<file path="config.mk">
export PLATFORM = sky130hd
export DESIGN_NAME = seg7_scan_ctrl
export DESIGN_NICKNAME = d
export VERILOG_FILES = /design/src/rtl/seg7_pkg.sv /design/src/rtl/seg7_lzb_mask.sv /design/src/rtl/seg7_scan_ctrl.sv
export SDC_FILE = /design/constraint.sdc
export NUM_CORES = 1
export LEC_CHECK = 0
export BUFFER_PORTS_ARGS = -buffer_cell sky130_fd_sc_hd__buf_2
export CORE_MARGIN = 5
export CORE_UTILIZATION = 40
export CTS_BUF_LIST = sky130_fd_sc_hd__clkbuf_8 sky130_fd_sc_hd__clkbuf_16
export DETAILED_ROUTE_END_ITERATION = 6
export PLACE_DENSITY = 0.55
export SYNTH_ARGS = -nofsm -noshare
export SYNTH_HDL_FRONTEND = slang
export SYNTH_SLANG_ARGS = --single-unit
</file>
<file path="constraint.sdc">
create_clock -name clk -period 3.1 [get_ports clk]
set_input_delay 0.62 -clock clk [delete_from_list [all_inputs] [get_ports clk]]
set_output_delay 0.62 -clock clk [all_outputs]
set_load 0.01 [all_outputs]
</file>
<file path="src/rtl/seg7_pkg.sv">
// Shared types and width helpers for the 7-segment scan controller.
package seg7_pkg;

  localparam int BCD_W = 4;

  typedef enum logic {
    DEAD = 1'b0,
    SHOW = 1'b1
  } scan_state_t;

  // Counter width for a 0..n-1 range, never narrower than one bit.
  function automatic int width_of(input int n);
    return (n <= 2) ? 1 : $clog2(n);
  endfunction

endpackage

</file>
<file path="src/rtl/seg7_lzb_mask.sv">
// Leading-zero blank mask: digit k is blanked when it and every higher nibble are zero.
module seg7_lzb_mask
  import seg7_pkg::*;
#(
  parameter int NUM_DIGITS = 4
) (
  input  logic [BCD_W*NUM_DIGITS-1:0] disp,
  output logic [NUM_DIGITS-1:0]       mask
);

  logic nz;

  // Suffix-OR from the most significant digit down; digit 0 always shows.
  always_comb begin
    mask = '0;
    nz   = 1'b0;
    for (int k = NUM_DIGITS - 1; k >= 0; k--) begin
      nz      = nz | (|disp[k*BCD_W +: BCD_W]);
      mask[k] = (k != 0) && !nz;
    end
  end

endmodule

</file>
<file path="src/rtl/seg7_scan_ctrl.sv">
// Time-multiplexed 7-segment scan controller with frame-aligned double buffering.
//   state | meaning
//   DEAD  | slot start, all digit enables off (anti-ghosting gap)
//   SHOW  | current digit enabled, bcd_out/blank held for the slot
module seg7_scan_ctrl
  import seg7_pkg::*;
#(
  parameter int NUM_DIGITS    = 4,
  parameter int CLK_DIV       = 1000,
  parameter int DEAD_CYC      = 2,
  parameter bit BLANK_LEADING = 1'b1
) (
  input  logic                        clk,
  input  logic                        rst,
  input  logic                        enable,
  input  logic                        load_valid,
  input  logic [BCD_W*NUM_DIGITS-1:0] load_data,
  output logic                        load_ready,
  output logic [BCD_W-1:0]            bcd_out,
  output logic                        blank,
  output logic [NUM_DIGITS-1:0]       digit_en,
  output logic                        frame_done
);

  localparam int TICK_W = width_of(CLK_DIV);
  localparam int IDX_W  = width_of(NUM_DIGITS);
  localparam int WORD_W = BCD_W * NUM_DIGITS;

  localparam logic [TICK_W-1:0] TICK_LAST = TICK_W'(CLK_DIV - 1);
  localparam logic [TICK_W-1:0] TICK_PRE  = TICK_W'(CLK_DIV - 2);
  // DEAD_CYC >= 1: the SHOW edge is taken from the last DEAD cycle.
  localparam logic [TICK_W-1:0] TICK_SHOW = TICK_W'(DEAD_CYC - 1);
  localparam logic [IDX_W-1:0]  IDX_LAST  = IDX_W'(NUM_DIGITS - 1);

  scan_state_t          state;
  logic [TICK_W-1:0]    tick;
  logic [IDX_W-1:0]     idx;
  logic [WORD_W-1:0]    disp_reg;
  logic [WORD_W-1:0]    pend_reg;
  logic                 pend_valid;
  logic [NUM_DIGITS-1:0] lz_mask;
  logic                 xfer;
  logic                 tick_wrap;
  logic                 last_digit;

  assign xfer       = load_valid && load_ready;
  assign tick_wrap  = (tick == TICK_LAST);
  assign last_digit = (idx == IDX_LAST);

  seg7_lzb_mask #(
    .NUM_DIGITS(NUM_DIGITS)
  ) u_lzb (
    .disp(disp_reg),
    .mask(lz_mask)
  );

  always_ff @(posedge clk or posedge rst) begin
    if (rst) begin
      state      <= DEAD;
      tick       <= '0;
      idx        <= '0;
      disp_reg   <= '0;
      pend_reg   <= '0;
      pend_valid <= 1'b0;
      load_ready <= 1'b1;
      digit_en   <= '0;
      bcd_out    <= '0;
      blank      <= 1'b1;
      frame_done <= 1'b0;
    end else if (!enable) begin
      state      <= DEAD;
      tick       <= '0;
      idx        <= '0;
      digit_en   <= '0;
      blank      <= 1'b1;
      frame_done <= 1'b0;
      load_ready <= 1'b1;
      if (pend_valid) begin
        disp_reg   <= pend_reg;
        pend_valid <= 1'b0;
      end else if (xfer) begin
        disp_reg <= load_data;
      end
    end else begin
      tick       <= tick_wrap ? '0 : tick + TICK_W'(1);
      frame_done <= last_digit && (tick == TICK_PRE);
      if (tick_wrap) begin
        idx <= last_digit ? '0 : idx + IDX_W'(1);
      end

      if (tick == TICK_SHOW) begin
        state    <= SHOW;
        digit_en <= NUM_DIGITS'(1) << idx;
        bcd_out  <= disp_reg[32'(idx)*BCD_W +: BCD_W];
        blank    <= BLANK_LEADING && lz_mask[idx];
      end else if (tick_wrap && state == SHOW) begin
        state    <= DEAD;
        digit_en <= '0;
      end

      // Display word only changes on the frame boundary, so a frame never tears.
      if (frame_done) begin
        if (pend_valid) begin
          disp_reg   <= pend_reg;
          pend_valid <= 1'b0;
          load_ready <= 1'b1;
        end else if (xfer) begin
          disp_reg <= load_data;
        end
      end else if (xfer) begin
        pend_reg   <= load_data;
        pend_valid <= 1'b1;
        load_ready <= 1'b0;
      end
    end
  end

endmodule

</file>
* Word level (Yosys, flattened, before mapping)
Cells that the tools add are included.
** Word-level totals
- Flip-flop bits (word level) :: 57
- Bits of input ports :: 20
- Output and inout bits :: 11
- Word-level logic and storage cells :: 68
** Cells by class
- $add $sub $neg :: 2
- Magnitude comparators :: 1
- Equality and inequality tests :: 10
- Shift-type cells :: 2
- Muxes and demuxes :: 27
- Bitwise operators :: 3
- Reduce and logical (&&, ||, !) cells :: 12
** Operator list (count)
- $mux 16 :: 4
- $eq 10x10->1 const B :: 2
- $mux 10 :: 2
- $shiftx 16x5->4 :: 1
- $mux 1 :: 14
- $mux 4 :: 3
- $reduce_or 4->1 :: 3
- $add 10x1->10 const B :: 1
- $eq 10x1->1 const B :: 1
- $mux 2 :: 3
- $ne 2x1->1 const B :: 3
- $ne 3x1->1 const B :: 2
- $reduce_and 2->1 :: 2
- $shl 1x2->4 const A :: 1
- $logic_and 1x1->1 :: 3
- $logic_not 1->1 :: 3
- $lt 2x3->1 const B :: 1
- $ne 3x2->1 const B :: 1
- $reduce_and 3->1 :: 1
- $add 2x1->2 const B :: 1
- $bmux 1 s2 :: 1
- $eq 2x2->1 const B :: 1
- $or 1x1->1 :: 2
- $not 1->1 :: 1

* Longest topological paths before layout
Gate-level depths: netlist (run 1).
- Depth in word-level cells :: 8
- Mapped depth :: 6
- Mapped depth without buffers :: 6

* By module
A second synthesis (run 1) with hierarchy kept.
** Second synthesis, totals
- Cell total of the unflattened synthesis :: 213
- Area total of the unflattened synthesis :: 2807.7 µm²
** Modules (own cells, without submodules)
- seg7_scan_ctrl :: times used 1, cells an instance 205, area each 2752.6 µm², seq. area each 1428.9 µm²
- seg7_lzb_mask :: times used 1, cells an instance 8, area each 55.1 µm², seq. area each 0.0 µm²

* Least setup slack after synthesis (run 1)
OpenSTA, ideal clock, no wires.
- Path type :: input to register
- Start point :: in enable
- End point :: reg pend_reg[8]
- Library setup time :: 0.128 ns
- Arrival :: 1.588 ns
- Data required time :: 2.972 ns
- Setup slack :: 1.385 ns
- Cell stages on the path :: 5
- Buffers on the path :: 2
- Path through :: buf_2 > and2b_1 > nand3_2 > buf_6 > mux2_1
** Between the ends
- Longest elaborated chain between the ends :: 1
** Ends and longest elaborated chain
- from (decl) :: RTL line seg7_scan_ctrl.sv:15 : input logic enable,
- $reduce_and 3->1 (no source line)
- to (signal assigned) :: RTL line seg7_scan_ctrl.sv:111 : pend_reg <= load_data;
- to (decl) :: RTL line seg7_scan_ctrl.sv:39 : logic [WORD_W-1:0] pend_reg;
No other way between the ends.
A chain may end at the register's enable or synchronous reset.

* Worst setup path after layout (run 1)
- Start point :: reg tick[1]
- End point :: reg bcd_out[0]
** Between the ends
- Longest elaborated chain between the ends :: 2
** Ends and longest elaborated chain
- from (decl) :: RTL line seg7_scan_ctrl.sv:36 : logic [TICK_W-1:0] tick;
- from (signal assigned) :: RTL line seg7_scan_ctrl.sv:85 : tick <= tick_wrap ? '0 : tick + TICK_W'(1);
- $eq 10x1->1 :: RTL line seg7_scan_ctrl.sv:91 : if (tick == TICK_SHOW) begin
- $reduce_and 2->1 (no source line)
- to (signal assigned) :: RTL line seg7_scan_ctrl.sv:94 : bcd_out <= disp_reg[32'(idx)*BCD_W +: BCD_W];
- to (decl) :: RTL line seg7_scan_ctrl.sv:19 : output logic [BCD_W-1:0] bcd_out,
No other way between the ends.

==> results of run 1 <==
## final timing paths
check / from / endpoint / slack [ns] / cells past startpoint
worst max register to register: tick[1] / bcd_out[0] / 1.30 / 5
min in group clk: bcd_out[3] / bcd_out[3] / 0.49 / 1
worst max-delay path: tick[1] / bcd_out[0] / 1.30 / 5
max in group asynchronous: rst / blank / 2.48 / 3
worst min-delay path: rst / tick[3] / 0.34 / 3
worst min register to register: bcd_out[3] / bcd_out[3] / 0.49 / 1
## logic make-up after synthesis
family                     Yosys count
xor gates and xnor gates             8
AOI/OAI and AO/OA                   29
muxes                               41
buffers and inverters               15
adders and majority gates            7
and+or+nand+nor                     68
DFF                                 57
## cell usage after synthesis, types with 3 or more instances
cell	n
sky130_fd_sc_hd__a21oi_1	19
sky130_fd_sc_hd__xnor2_1	4
sky130_fd_sc_hd__nand4_1	4
sky130_fd_sc_hd__mux2_4	9
sky130_fd_sc_hd__buf_2	7
sky130_fd_sc_hd__mux2i_1	17
sky130_fd_sc_hd__dfrtp_1	55
sky130_fd_sc_hd__nand3_1	4
sky130_fd_sc_hd__xor2_1	4
sky130_fd_sc_hd__nor2_1	31
sky130_fd_sc_hd__inv_1	7
sky130_fd_sc_hd__ha_1	7
sky130_fd_sc_hd__nand2_1	11
sky130_fd_sc_hd__mux4_2	4
sky130_fd_sc_hd__mux2_1	11
sky130_fd_sc_hd__nor4_1	3
sky130_fd_sc_hd__o2bb2ai_1	4
## worst max-delay path, delay by kind of cell, from the launching register on
family,cells,cell delay (ns)
buf+inv,1,0.07
mux,1,0.37
simple gates,2,0.71
flops,1,0.41
fa+ha+maj,1,0.12
## where the power goes
part	total [mW]	switching [mW]	internal, mW
sequential	0.938	0.0762	0.862
combinational	0.276	0.129	0.147
clock	0.589	0.273	0.316
## layout make-up
| type | count | share of cell area |
|---|---|---|
| tap | 80 | 0.0322 |
| timing repair buffer | 33 | 0.0597 |
| clock buffer | 11 | 0.0488 |
| multi-input combinational | 153 | 0.387 |
| inverter | 7 | 0.00846 |
| sequential | 57 | 0.460 |
| clock inverter | 3 | 0.00363 |
## through the flow
step,hold WS (ns),instances,utilization
finish,0.336,344,0.465
global route,0.361,344,0.465
CTS,0.342,344,0.465
detailed placement,0.478,330,0.440
global placement,0.471,330,0.440
floorplan,0.464,225,-
## metal layers
layer / vias to the layer above / part of all wire / GRT usage
met5: - / 0 / 0
met4: 0 / 0.011 / 0.0520
met3: 8 / 0.045 / 0.0484
met2: 33 / 0.48 / 0.221
met1: 863 / 0.47 / 0.172
li1: 867 / - / -
==> impl_metrics.py, run 1 <==
metrics = {
    "outcome": {
        "outcome": "finished, final reports clean",
    },
    "routing": {
        "post-route-drc-count": 0,
        "detailroute.via_count": 1771,
        "wl_microns": 5270,
        "routed_via_density": 5.15,
        "ant_nets": 0,
        "pre_repair_dr_iteration_count": 4,
        "1st_iter_drt_viols": 51,
        "detail_route.wl_per_cell_microns": 15.3,
    },
    "finish": {
        "layout.cells.most_common": "sky130_fd_sc_hd__dfrtp_1",
        "num_antenna_cells": 0,
        "multi_input_area_sq_um": 1200,
        "nNetsFinal": 288,
        "syn2layout_area_growth_pct": 15.0,
        "layout.cell_area.non_filler_sq_um": 3100,
        "layout.cells.most_common_list": "sky130_fd_sc_hd__dfrtp_1, sky130_fd_sc_hd__nor2_1, sky130_fd_sc_hd__buf_2",
        "post_route_cells_drive_above_1_share": 0.254,
        "final-seq-area_sq_um": 1430,
        "final.fill_count": 662,
    },
    "die": {
        "start_util": 0.404,
        "ios": 31,
        "die_y_microns": 92.2,
        "floorplan.die.width_microns": 92.2,
        "die_area_sq_um": 8490,
        "floorplan.core_area_sq_um": 6680,
        "placement_rows": 30,
    },
    "sta": {
        "final.setup.worst_slack_ns": 1.30,
        "unrepaired_setup_endpoints_after_global_routing": "false",
        "hold_vio_cnt_final": 0,
        "timing.final.crit_share": 0.579,
        "fin_tns_setup_ns": 0,
        "worst_slew_pin_slew_ns": 0.546,
        "timing_max_transition_violations_final": 0,
        "rel_slew_slack": 0.635,
        "timing.final.setup_violations": 0,
        "max_freq_mhz": 557,
        "fin_worst_skew_ns": 0.00797,
        "finalWorstPathRequiredPeriod_ns": 1.80,
    },
    "setup_path": {
        "worstPathCellList": "inv_1, ha_1, nor3b_1, nand4_2, mux2_1",
        "cp.arrival_ns": 2.01,
        "critical_path.slowest_cell": "sky130_fd_sc_hd__nor3b_1",
        "worstPathMaxFanout": 5,
        "required_ns": 3.31,
        "setup.worst_path.class": "flip-flop to flip-flop",
        "critPathMaxStageDelay_ns": 0.44,
        "setup.worst_path.start_class": "flip-flop",
        "critical_path_sink_type": "flip-flop",
    },
    "global_route": {
        "grt_max_degree": 58,
        "global_route.usage.total": 0.138,
        "globalRoute.totalOverflow": 0,
        "grt_first_pass_wirelength_microns": 9050,
        "grt_antenna_before_repair": 0,
        "grt_pass1_vias": 1846,
    },
    "clocking": {
        "worstSkewPairLatency_ns": 0.33,
        "clockRootBuffer": "sky130_fd_sc_hd__clkbuf_8",
        "cts-resized-gates": 0,
        "cts_inserted_buffers": 9,
        "cts_buffer_depth": 2,
        "clkSlewWorstSetupHoldPaths_ns": 0.06,
        "post_cts_hold_buffer_count": 0,
        "depth_of_the_cts_h_tree": 3,
        "postCtsSetupRepairBufs": 0,
        "number_of_sinks_driven_by_the_clock_tree": 57,
        "clock_tree_from_tritoncts": "yes",
    },
    "flow_run": {
        "drv.max_cap_violation_count": 0,
    },
    "pwr": {
        "leakagePower_nw": 1.40,
        "fin_total_pwr_mw": 1.80,
        "power.ir.vdd_worst_v": 0.000302,
        "p_per_area_nw_per_um2": 581,
    },
    "logic_synthesis": {
        "synth_nets": 252,
        "post_synth.cell_area_avg_sq_um": 12.0,
        "netlist-cell-type-count": 38,
        "synth_area_sq_um": 2700,
        "ys.flop_type": "sky130_fd_sc_hd__dfrtp_1",
        "largest_family_of_logic_cells_by_synthesized_area": "multiplexers",
        "complex_gate_fraction_of_the_synthesized_area": 0.0626,
        "yosys.area.top_type_share": 0.510,
        "post_synth_inst_count": 225,
        "synth-edff-count": 0,
        "post_synth_mux_area_share": 0.192,
        "synth_adder_area_share": 0.0324,
        "post_synthesis_sequential_element_count": 57,
        "ys.warnings.count": 0,
        "fraction_of_registers_with_async_set_or_reset_after_synthesis": 1.00,
        "yosys.area.top_type": "sky130_fd_sc_hd__dfrtp_1",
        "seq_total_area_yosys": 0.529,
        "synth-simple-area-share": 0.131,
        "synth_xor_xnor_area_share": 0.0259,
        "yosys-top-cells-area": "sky130_fd_sc_hd__dfrtp_1, sky130_fd_sc_hd__mux2i_1, sky130_fd_sc_hd__mux2_4",
    },
    "place": {
        "numPortBuffers": 30,
        "place.gp.congestion": 0.819,
        "detailedPlace.worstSlack_ns": 0.977,
        "place.detailed.hpwl_microns": 3650,
        "placed_area_sq_um": 2940,
    },
    "worst_hold_path": {
        "worstHoldPathType": "primary input to async pin",
    },
}
(Power assumes the default switching activity.)
==> run 2: changes to the inputs <==
Settings changed: PLACE_DENSITY 0.55 to 0.57.
Clock period 3.1 ns to 1.45 ns, I/O delays scaled along.
==> run 2 against run 1 <==
Compared with the run above: the flow now finishes with violations (negative setup slack); final area grew 11%; sequential share of layout area is 4.6 points lower; wire length fell by 0.21%; critical path depth unchanged; critical endpoint is now bcd_out[3].
==> impl_metrics.py, run 2 (synthesized netlist as in run 1, its figures left out) <==
metrics = {
    "finish": {
        "layout.cells.most_common": "sky130_fd_sc_hd__dfrtp_1",
        "num_antenna_cells": 0,
        "layout.core_utilization": 0.516,
        "post_route_cells_drive_above_1_share": 0.357,
        "syn2layout_area_growth_pct": 27.7,
        "final.fill_count": 592,
        "layout.cells.most_common_list": "sky130_fd_sc_hd__dfrtp_1, sky130_fd_sc_hd__buf_2, sky130_fd_sc_hd__nor2_1",
        "nNetsFinal": 313,
        "multi_input_area_sq_um": 1270,
        "final-seq-area_sq_um": 1430,
    },
    "sta": {
        "final.setup.worst_slack_ns": -0.0368,
        "finalWorstPathRequiredPeriod_ns": 1.49,
        "unrepaired_setup_endpoints_after_global_routing": "true",
        "rel_slew_slack": 0.777,
        "fin_worst_skew_ns": 0.00603,
        "timing_max_transition_violations_final": 0,
        "max_freq_mhz": 673,
        "worst_slew_pin_slew_ns": 0.332,
        "timing.final.setup_violations": 5,
        "fin_tns_setup_ns": -0.138,
        "timing.final.crit_share": 1.03,
        "fin_worst_hold_slack_ns": 0.0216,
        "hold_vio_cnt_final": 0,
    },
    "setup_path": {
        "worstPathMaxFanout": 5,
        "critical_path.slowest_cell": "sky130_fd_sc_hd__dfrtp_1",
        "cp.arrival_ns": 1.70,
        "worstPathCellList": "inv_1, ha_1, nor3b_4, nand4_4, mux2_1",
        "required_ns": 1.67,
        "setup.worst_path.class": "flip-flop to flip-flop",
        "setup.worst_path.start_class": "flip-flop",
        "worst-r2r-cell-count": 5,
        "total_number_of_cells_along_the_worst_setup_path": 5,
        "critical_path_sink_type": "flip-flop",
        "path_buf_inv": 1,
        "critPathMaxStageDelay_ns": 0.40,
        "critPathTopFamily": "simple AND/OR/NAND/NOR gates",
    },
    "routing": {
        "detailroute.via_count": 1831,
        "1st_iter_drt_viols": 83,
        "detail_route.wl_per_cell_microns": 14.2,
        "post-route-drc-count": 0,
        "pre_repair_dr_iteration_count": 4,
        "ant_nets": 0,
        "wl_microns": 5260,
        "routed_via_density": 4.94,
    },
    "clocking": {
        "depth_of_the_cts_h_tree": 3,
        "worstSkewPairLatency_ns": 0.33,
        "cts_buffer_depth": 2,
        "clockRootBuffer": "sky130_fd_sc_hd__clkbuf_8",
        "number_of_sinks_driven_by_the_clock_tree": 57,
        "cts_inserted_buffers": 9,
        "clock_tree_from_tritoncts": "yes",
        "clkSlewWorstSetupHoldPaths_ns": 0.06,
    },
    "worst_hold_path": {
        "worstHoldPathType": "primary input to async pin",
    },
    "place": {
        "detailedPlace.worstSlack_ns": -0.109,
        "place.gp.congestion": 0.762,
        "numPortBuffers": 30,
        "place.detailed.hpwl_microns": 3740,
    },
    "global_route": {
        "global_route.usage.total": 0.142,
        "grt_antenna_before_repair": 0,
        "grt_pass1_vias": 1879,
        "grt_first_pass_wirelength_microns": 9320,
        "grt_max_degree": 58,
        "globalRoute.totalOverflow": 0,
    },
    "die": {
        "floorplan.die.width_microns": 92.2,
        "placement_rows": 30,
        "ios": 31,
        "start_util": 0.404,
        "die_y_microns": 92.2,
        "floorplan.core_area_sq_um": 6680,
        "die_area_sq_um": 8490,
    },
    "pwr": {
        "fin_total_pwr_mw": 4.18,
        "power.ir.vdd_worst_v": 0.000716,
        "leakagePower_nw": 1.57,
        "p_per_area_nw_per_um2": 1210,
    },
    "outcome": {
        "outcome": "complete, but fails checks",
        "violations": "negative setup slack",
    },
    "flow_run": {
        "drv.max_cap_violation_count": 0,
    },
}
==> run 2: changes by cell type in the layout (fill, tap and decap cells not counted), moves of 2 or more <==
cell	delta
sky130_fd_sc_hd__buf_4	+21
sky130_fd_sc_hd__buf_12	+2
sky130_fd_sc_hd__buf_6	+2
sky130_fd_sc_hd__nor2_4	+2
==> run 2: final timing paths <==
check | start | end | slack [ns]
min in group clk | load_data[15] | pend_reg[15] | 0.18
max in group asynchronous | rst | load_ready | 1.13
hold reg to reg | pend_reg[8] | pend_reg[8] | 0.49
setup reg to reg | tick[1] | bcd_out[3] | -0.04
hold / removal | rst | tick[6] | 0.02
setup / recovery | tick[1] | bcd_out[3] | -0.04
==> run 2: metal layers <==
layer / up-vias / part of all wire / track usage
met5: - / 0 / 0
met4: 0 / 0.018 / 0.0582
met3: 8 / 0.037 / 0.0492
met2: 29 / 0.48 / 0.219
met1: 872 / 0.46 / 0.181
li1: 922 / - / -
==> run 2: worst reg2reg max path: cells and delay by family, from the launching register on <==
family	cells	cell delay (ns)
buf+inv	1	0.06
mux	1	0.34
flops	1	0.40
simple gates	2	0.44
fa+ha+maj	1	0.13
==> run 2: layout make-up <==
class | count | share of cell area
clock buffer | 12 | 0.0479
clock inverter | 4 | 0.0123
inverter | 7 | 0.00871
multi-input combinational | 153 | 0.370
sequential | 57 | 0.415
tap | 80 | 0.0290
timing repair buffer | 58 | 0.118
==> run 2: power by group <==
part,internal (mW),switching [mW]
clock network,0.918,0.596
logic,0.359,0.297
registers,1.84,0.164
==> run 2: timing repair <==
| item | 4_1_cts | 5_1_grt |
|---|---|---|
| hold buffers | 0 | 0 |
| setup endpoints to repair | 18 | 19 |
| pin swaps | 9 | 2 |
| resized for setup | 13 | 3 |
| setup buffers | 1 | 2 |
| endpoints found under the hold margin | 0 | 0 |
==> run 2: through the flow <==
step | area, sq um | instances
floorplan | 2710 | 225
global placement | 3140 | 352
detailed placement | 3140 | 352
CTS | 3420 | 369
global route | 3450 | 371
finish | 3450 | 371
